**src/rtl/bf_pkg.sv**
```systemverilog
// Shared definitions for the 3-input boolean-function blocks and their drivers.
package bf_pkg;

  // Number of input combinations of a 3-input function.
  localparam int VEC_N = 8;

  // Truth table of bf2a, x = (~a & ~b) | ~c, indexed by {a,b,c}.
  localparam logic [VEC_N-1:0] BF2A_TT = 8'h57;

  typedef enum logic [1:0] {
    IDLE   = 2'd0,
    WAIT   = 2'd1,
    SAMPLE = 2'd2,
    FINISH = 2'd3
  } bf_state_e;

endpackage

```
**src/rtl/bf_sweep_driver.sv**
```systemverilog
// Sweeps a,b,c through all 8 vectors, holds each for SETTLE cycles before
// sampling x_in, and checks it against the EXPECT truth table.
//
// state  | meaning
// -------+------------------------------------------------------------
// IDLE   | results held; waiting for start
// WAIT   | drive current vector, count down the settle time
// SAMPLE | compare x_in with EXPECT[idx]; advance or finish
// FINISH | publish pass, pulse done, drop busy
module bf_sweep_driver
  import bf_pkg::*;
#(
  parameter logic [VEC_N-1:0] EXPECT = BF2A_TT,
  parameter int unsigned      SETTLE = 1        // legal range 1..15
) (
  input  logic       clk,
  input  logic       rst_n,
  input  logic       start,
  input  logic       x_in,
  output logic       a,
  output logic       b,
  output logic       c,
  output logic       busy,
  output logic       done,
  output logic       pass,
  output logic [3:0] err_cnt,
  output logic [7:0] fail_vec
);

  localparam logic [3:0] SETTLE_LD = 4'(SETTLE);
  localparam logic [2:0] IDX_LAST  = 3'(VEC_N - 1);

  bf_state_e  state_q, state_n;
  logic [2:0] idx_q, idx_n;
  logic [3:0] cnt_q, cnt_n;
  logic [2:0] abc_q, abc_n;
  logic       busy_q, busy_n;
  logic       done_q, done_n;
  logic       pass_q, pass_n;
  logic [3:0] err_q, err_n;
  logic [7:0] fv_q, fv_n;

  // State, sweep position, settle counter and all result registers.
  always_ff @(posedge clk or negedge rst_n) begin
    if (!rst_n) begin
      state_q <= IDLE;
      idx_q   <= '0;
      cnt_q   <= '0;
      abc_q   <= '0;
      busy_q  <= 1'b0;
      done_q  <= 1'b0;
      pass_q  <= 1'b0;
      err_q   <= '0;
      fv_q    <= '0;
    end else begin
      state_q <= state_n;
      idx_q   <= idx_n;
      cnt_q   <= cnt_n;
      abc_q   <= abc_n;
      busy_q  <= busy_n;
      done_q  <= done_n;
      pass_q  <= pass_n;
      err_q   <= err_n;
      fv_q    <= fv_n;
    end
  end

  // Next-state and next-register values; everything holds unless changed.
  always_comb begin
    state_n = state_q;
    idx_n   = idx_q;
    cnt_n   = cnt_q;
    abc_n   = abc_q;
    busy_n  = busy_q;
    done_n  = 1'b0;
    pass_n  = pass_q;
    err_n   = err_q;
    fv_n    = fv_q;

    case (state_q)
      IDLE: begin
        if (start) begin
          idx_n   = '0;
          cnt_n   = SETTLE_LD;
          err_n   = '0;
          fv_n    = '0;
          pass_n  = 1'b0;
          busy_n  = 1'b1;
          state_n = WAIT;
        end
      end

      WAIT: begin
        abc_n = idx_q;
        cnt_n = cnt_q - 4'd1;
        // <= rather than == so a zero load cannot underflow into a long stall
        if (cnt_q <= 4'd1) begin
          state_n = SAMPLE;
        end
      end

      SAMPLE: begin
        if (x_in != EXPECT[idx_q]) begin
          fv_n[idx_q] = 1'b1;
          err_n       = err_q + 4'd1;
        end
        // Last vector is detected explicitly so idx never wraps.
        if (idx_q == IDX_LAST) begin
          state_n = FINISH;
        end else begin
          idx_n   = idx_q + 3'd1;
          cnt_n   = SETTLE_LD;
          state_n = WAIT;
        end
      end

      FINISH: begin
        done_n  = 1'b1;
        pass_n  = (err_q == 4'd0);
        busy_n  = 1'b0;
        state_n = IDLE;
      end

      default: begin
        state_n = IDLE;
      end
    endcase
  end

  assign {a, b, c} = abc_q;
  assign busy      = busy_q;
  assign done      = done_q;
  assign pass      = pass_q;
  assign err_cnt   = err_q;
  assign fail_vec  = fv_q;

endmodule

```
**config.mk**
```make
export PLATFORM = sky130hd
export DESIGN_NAME = bf_sweep_driver
export DESIGN_NICKNAME = d
export VERILOG_FILES = /design/src/rtl/bf_pkg.sv /design/src/rtl/bf_sweep_driver.sv
export SDC_FILE = /design/constraint.sdc
export NUM_CORES = 1
export LEC_CHECK = 0
export ABC_AREA = 0
export CORE_MARGIN = 1
export CORE_UTILIZATION = 44
export DETAILED_ROUTE_END_ITERATION = 10
export PLACE_DENSITY = 0.79
export SLEW_MARGIN = 20
export SYNTH_ARGS = -nofsm -noshare
export SYNTH_HDL_FRONTEND = slang
export SYNTH_SLANG_ARGS = --single-unit
```
**constraint.sdc**
```tcl
create_clock -name clk -period 2.47 [get_ports clk]
set_input_delay 0.6175 -clock clk [delete_from_list [all_inputs] [get_ports clk]]
set_output_delay 0.6175 -clock clk [all_outputs]
set_load 0.01 [all_outputs]
```
==> impl_metrics.ini <==
[synthesis]
yosysWarnings = 0
synthCells = 130
yosysSeqAreaShare = 0.517
syn_avg_cell_area_um2 = 10.0
synth_edf_count = 0
yosys.area.top_type = dfrtp_1
ys.flop_type = dfrtp_1
yosys_register_bits = 27
synth_area_leaders = dfrtp_1 52%, ha_1 5.7%, nand2_1 4.6%
syn_area_mm2 = 0.00131
synth_nets = 140
async_flop_share = 1.00
yosysTopAreaCellShare = 0.517
ys_types = 35

[route]
post_drt_via_cell_ratio = 5.35
drt-met1-wl_um = 1180
ant_nets = 0
wl_met2_um = 1250
via_count = 979
post-route-drc-count = 0
drt-wirelength-per-cell_um = 13.6
highest_layer = met4
drt_first_pass_iters = 3
wl_um = 2490
route.met3.wl_um = 31
drtIter0Drc = 22

[run]
cap_violations = 0

[floorplanning]
ioPinCount = 22
start_util = 0.470
rows = 19
die_w_um = 56.5
core_mm2 = 0.00278
dieArea_mm2 = 0.00319
die_y_um = 56.5

[critical_path]
cp_slowest_cell = clkdlybuf4s50_1
cp.arrival_ns = 1.34
crit_path_end_kind = output pin
critPathBufInv = 1
crit_type = reg -> out
crit_family = buffers and inverters
slowest_delay_ns = 0.56
start_kind = register
path_cells = clkdlybuf4s50_1
cp_max_fo = 5
cp.required_ns = 1.85

[final_layout]
insertedDiodeCount = 0
final_cell_area_mm2 = 0.00157
seqCellArea_um2 = 676
area_growth_syn_to_layout_pct = 19.9
drive_gt1_frac = 0.0592
nFillCells = 253
multi_input_area_um2 = 577
nNetsFinal = 163

[global_route]
grt_pass1_vias = 943
track_usage = 0.168
antenna_found_initial = 0
grt_pass1_wl_um = 4160
grt_max_degree = 28
grt_overflow = 0

[placed_design]
gp_congestion = 0.815
dpl.hpwl_um = 1860
io_buffers = 21
dpl_cell_area_mm2 = 0.00154

[power_and_ir_drop]
p_sw_mw = 0.580
combinationalPowerShare = 0.390
p_per_area_mw_per_mm2 = 948
sw_frac_of_total = 0.391
p_int_mw = 0.904
leakagePower_nw = 0.725
p_clk_frac = 0.128
seq_power_share = 0.481
vdd_drop_max_uv = 583

[cts]
cts_max_level = 1
clk_latency_ns = 0.32
cts_hold_buf = 0
post_cts_buffers = 0
cts_buffer_depth = 2
root_buffer = clkbuf_4
cts_resized = 0
clk_pin_slew_worst_paths_ns = 0.15
cts_buffers = 3
cts_tree = yes
clock-sinks = 27

[sta]
worstMarginPinSlew_ns = 0.516
setup_tns_ns = 0
setup_viol = 0
finalHoldViolCount = 0
layout_min_cycle_time_ns = 1.95
finalCritPeriodShare = 0.791
fmax_mhz = 512
relSlewSlack = 0.653
rsz0062_at_grt = no
fin_skew_ns = 0.00445
maxSlewViolCount = 0

[hold_path]
hold_class = reg -> reg

[status]
status = finished, final reports clean
## cells in the mapped netlist (2+ instances only)
master	number
dfrtp_1	27
nand2_1	16
nor2_1	13
o21ai_0	11
inv_1	8
ha_1	6
a21oi_1	3
a22oi_1	3
a31oi_1	3
mux2i_1	3
nand3_1	3
nor3_1	3
o21a_1	3
xor2_1	3
a22o_1	2
clkbuf_1	2
nand2b_1	2
o31ai_1	2
## flip-flops by register name, summed over array words and instances, names as in the netlist
signal    count
idx_q         3
cnt_q         4
state_q       2
abc_q         3
busy          1
done          1
err_cnt       4
fail_vec      8
pass          1
## worst paths after layout
path | to | slack (ns) | cells past startpoint | start
setup / recovery | err_cnt[2] | 0.52 | 1 | err_cnt[2]
hold / removal | busy | 0.50 | 2 | busy
setup reg to reg | err_cnt[1] | 0.68 | 5 | idx_q[0]
hold reg to reg | busy | 0.50 | 2 | busy
max in group asynchronous | err_cnt[3] | 1.57 | 2 | rst_n
min in group asynchronous | fail_vec[1] | 0.64 | 2 | rst_n
## final cells by class
class	instances	share of cell area
clock inverter	1	0.00319
clock buffer	3	0.0144
inverter	8	0.0192
timing repair buffer	22	0.139
tap	31	0.0248
multi-input combinational	91	0.368
sequential	27	0.431
## per-stage QoR
step           cells  hold WS (ns)  utilization  setup slack (ns)  total power [mW]
2_1_floorplan    130         0.322            -             0.895              1.09
3_3_place_gp     179         0.466        0.553             0.521              1.27
3_5_place_dp     179         0.467        0.553             0.452              1.31
4_1_cts          183         0.501        0.563             0.496              1.50
5_1_grt          183         0.527        0.563             0.445              1.60
6_report         183         0.498        0.563             0.515              1.48
## cell usage in the layout, fill, tap and decap left out, types with 2 or more instances in the layout
master / n
dfrtp_1: 27
clkdlybuf4s50_1: 21
nand2_1: 16
nor2_1: 13
o21ai_0: 11
inv_1: 8
ha_1: 6
mux2i_1: 3
a21oi_1: 3
o21a_1: 3
a22oi_1: 3
xor2_1: 3
nand3_1: 3
nor3_1: 3
a31oi_1: 3
clkbuf_4: 3
nand2b_1: 2
o31ai_1: 2
a22o_1: 2
## metal layers
metal | vias to the layer above | GRT usage
met4 | 0 | 0.0627
met2 | 6 | 0.279
met3 | 2 | 0.0207
met5 | - | 0
met1 | 474 | 0.223
li1 | 497 | -
## power by group through the flow
stage | combinational, mW | sequential [mW] | clock, mW
after floorplan | 0.405 | 0.683 | 0
after global placement | 0.555 | 0.713 | 0
after detailed placement | 0.587 | 0.722 | 0
after CTS | 0.590 | 0.712 | 0.197
after global routing | 0.645 | 0.738 | 0.216
final | 0.580 | 0.715 | 0.190
## cells by family (layout without fill, tap and decap cells)
group,after synthesis,after routing,synth area share
xor+xnor,4,4,0.0326
mux,5,5,0.0431
simple gates,45,45,0.159
buf+inv,12,34,0.0412
flops,27,27,0.517
compound gates,31,31,0.149
fa+ha+maj,6,6,0.0575
(Power assumes the default switching activity.)
==> variant, RTL diff (config.mk and constraints unchanged) <==
Take the reset off `fv_q` and load it in a clocked block of its own.
--- a/src/rtl/bf_sweep_driver.sv
+++ b/src/rtl/bf_sweep_driver.sv
@@ -53,3 +53,2 @@
       err_q   <= '0;
-      fv_q    <= '0;
     end else begin
@@ -63,4 +62,7 @@
       err_q   <= err_n;
-      fv_q    <= fv_n;
     end
+  end
+
+  always_ff @(posedge clk) begin
+    fv_q <= fv_n;
   end
Formal check against the unedited RTL: differs if rst_n is asserted again (counterexample within 4 cycles, from zero or initial values and one cycle with rst_n low); with rst_n held inactive, the same outputs for 10 cycles.
==> variant against the original RTL <==
Global-route usage rose by 1.6 points; synthesized area rose by 7.6%; critical endpoint is now fail_vec[7]; sequential cell count did not move; routed wire length rose by 8.4%; largest power group unchanged; count of clock-buffer cells in the layout did not move; power rose by 18%; cell area rose by 6.8%; worst hold slack got worse by 0.0058 ns; worst setup slack got worse by 0.087 ns.
==> variant: results (changes against the original RTL) <==
status: "complete, no violations"
dp_cells: 198  # +11%
worst_path_largest_cell_delay_ns: 0.52  # -0.04 ns
post_synth_main_area_contributors: "dfrtp_1, edfxtp_1, ha_1"
netlist_instances: 137  # +5.4%
sequential_fraction_of_total_cell_area: 0.428  # -0.00349
worst_slew_pin_slew_ns: 0.468  # -0.0480 ns
wl_met1_um: 1230  # +4.0%
final.setup_skew_ns: 0.0107  # +0.00623 ns
r2r.worst_path.cells: 4  # -1
first_global_vias: 1102  # +17%
critical_path.startpoint: "idx_q[0]"
detail_route_met3_wl_um: 115  # +270%
nonClockBufferCount: 23  # +4.5%
totalWireLength_um: 2690  # +8.4%
critical-path-top-delay-family: "multiplexers"
clock_insertion_delay_worst_skew_ns: 0.34  # +0.02 ns
syn_nets: 147  # +5.0%
detail_route.wl_per_cell_um: 13.3  # -1.8%
seq_area_frac_synth: 0.509  # -0.00789
largest_net_degree_at_the_start_of_global_routing: 21  # -25%
netlist-cell-type-count: 39  # +11%
critPathCapture: "fail_vec[7]"
filler_cell_count: 299  # +18%
nMultiInputCombCells: 94  # +3.3%
inverters: 10  # +2
synth.cells.most_frequent: "dfrtp_1, nor2_1, o21ai_0, nand2_1, inv_1"
worst_ir_drop_vdd_mv: 0.481  # -17%
drt_first_iter_violations: 15  # -32%
static-leakage-power_nw: 0.686  # -5.3%
detailedPlacementHpwl_um: 1960  # +5.4%
detailedRoute.firstPassIterationCount: 4  # +1
design.final.nets: 169  # +3.7%
dpl_cell_area_um2: 1650  # +6.9%
finalWeightedCongestion: 0.800  # -1.9%
==> variant: cells by family (layout without fill, tap and decap cells) <==
kind of cell | count (synthesis) | count (layout) | share of synthesized area
flip-flops | 27 | 27 | 0.509
AO/OA/AOI/OAI | 39 | 39 | 0.183
buffers and inverters | 16 | 37 | 0.0552
multiplexers | 3 | 3 | 0.0312
adder cells (fa/ha/maj) | 6 | 6 | 0.0534
XOR/XNOR | 1 | 1 | 0.0116
AND/OR/NAND/NOR | 45 | 45 | 0.156
==> variant: per-stage QoR <==
stage / worst slack, ns / hold WS (ns)
3_5_place_dp: 0.246 / 0.469
5_1_grt: 0.310 / 0.532
2_1_floorplan: 0.684 / 0.322
6_report: 0.428 / 0.493
4_1_cts: 0.437 / 0.502
3_3_place_gp: 0.297 / 0.463
==> variant: how the worst min path moves through the flow <==
| stage | startpoint | cells after the start | slack (ns) | end |
|---|---|---|---|---|
| final | abc_q[1] | 2 | 0.49 | abc_q[1] |
| after CTS | abc_q[1] | 2 | 0.50 | abc_q[1] |
| after detailed placement | abc_q[1] | 2 | 0.47 | abc_q[1] |
| after floorplan | rst_n | 0 | 0.32 | abc_q[0] |
| after global routing | abc_q[0] | 2 | 0.53 | abc_q[0] |
| after global placement | abc_q[1] | 2 | 0.46 | abc_q[1] |
==> variant: layer usage <==
layer / global-route usage / up-vias
li1: - / 531
met2: 0.327 / 25
met1: 0.219 / 526
met3: 0.0396 / 3
met5: 0 / -
met4: 0.0646 / 0
==> variant: power groups by stage <==
stage	Combinational (W)	Sequential (W)	Clock [W]
after floorplan	0.000485	0.000781	0
after global placement	0.000731	0.000793	0
after detailed placement	0.000765	0.000802	0
after CTS	0.000766	0.000794	0.000199
after global routing	0.000863	0.000822	0.000222
final	0.000758	0.000792	0.000197
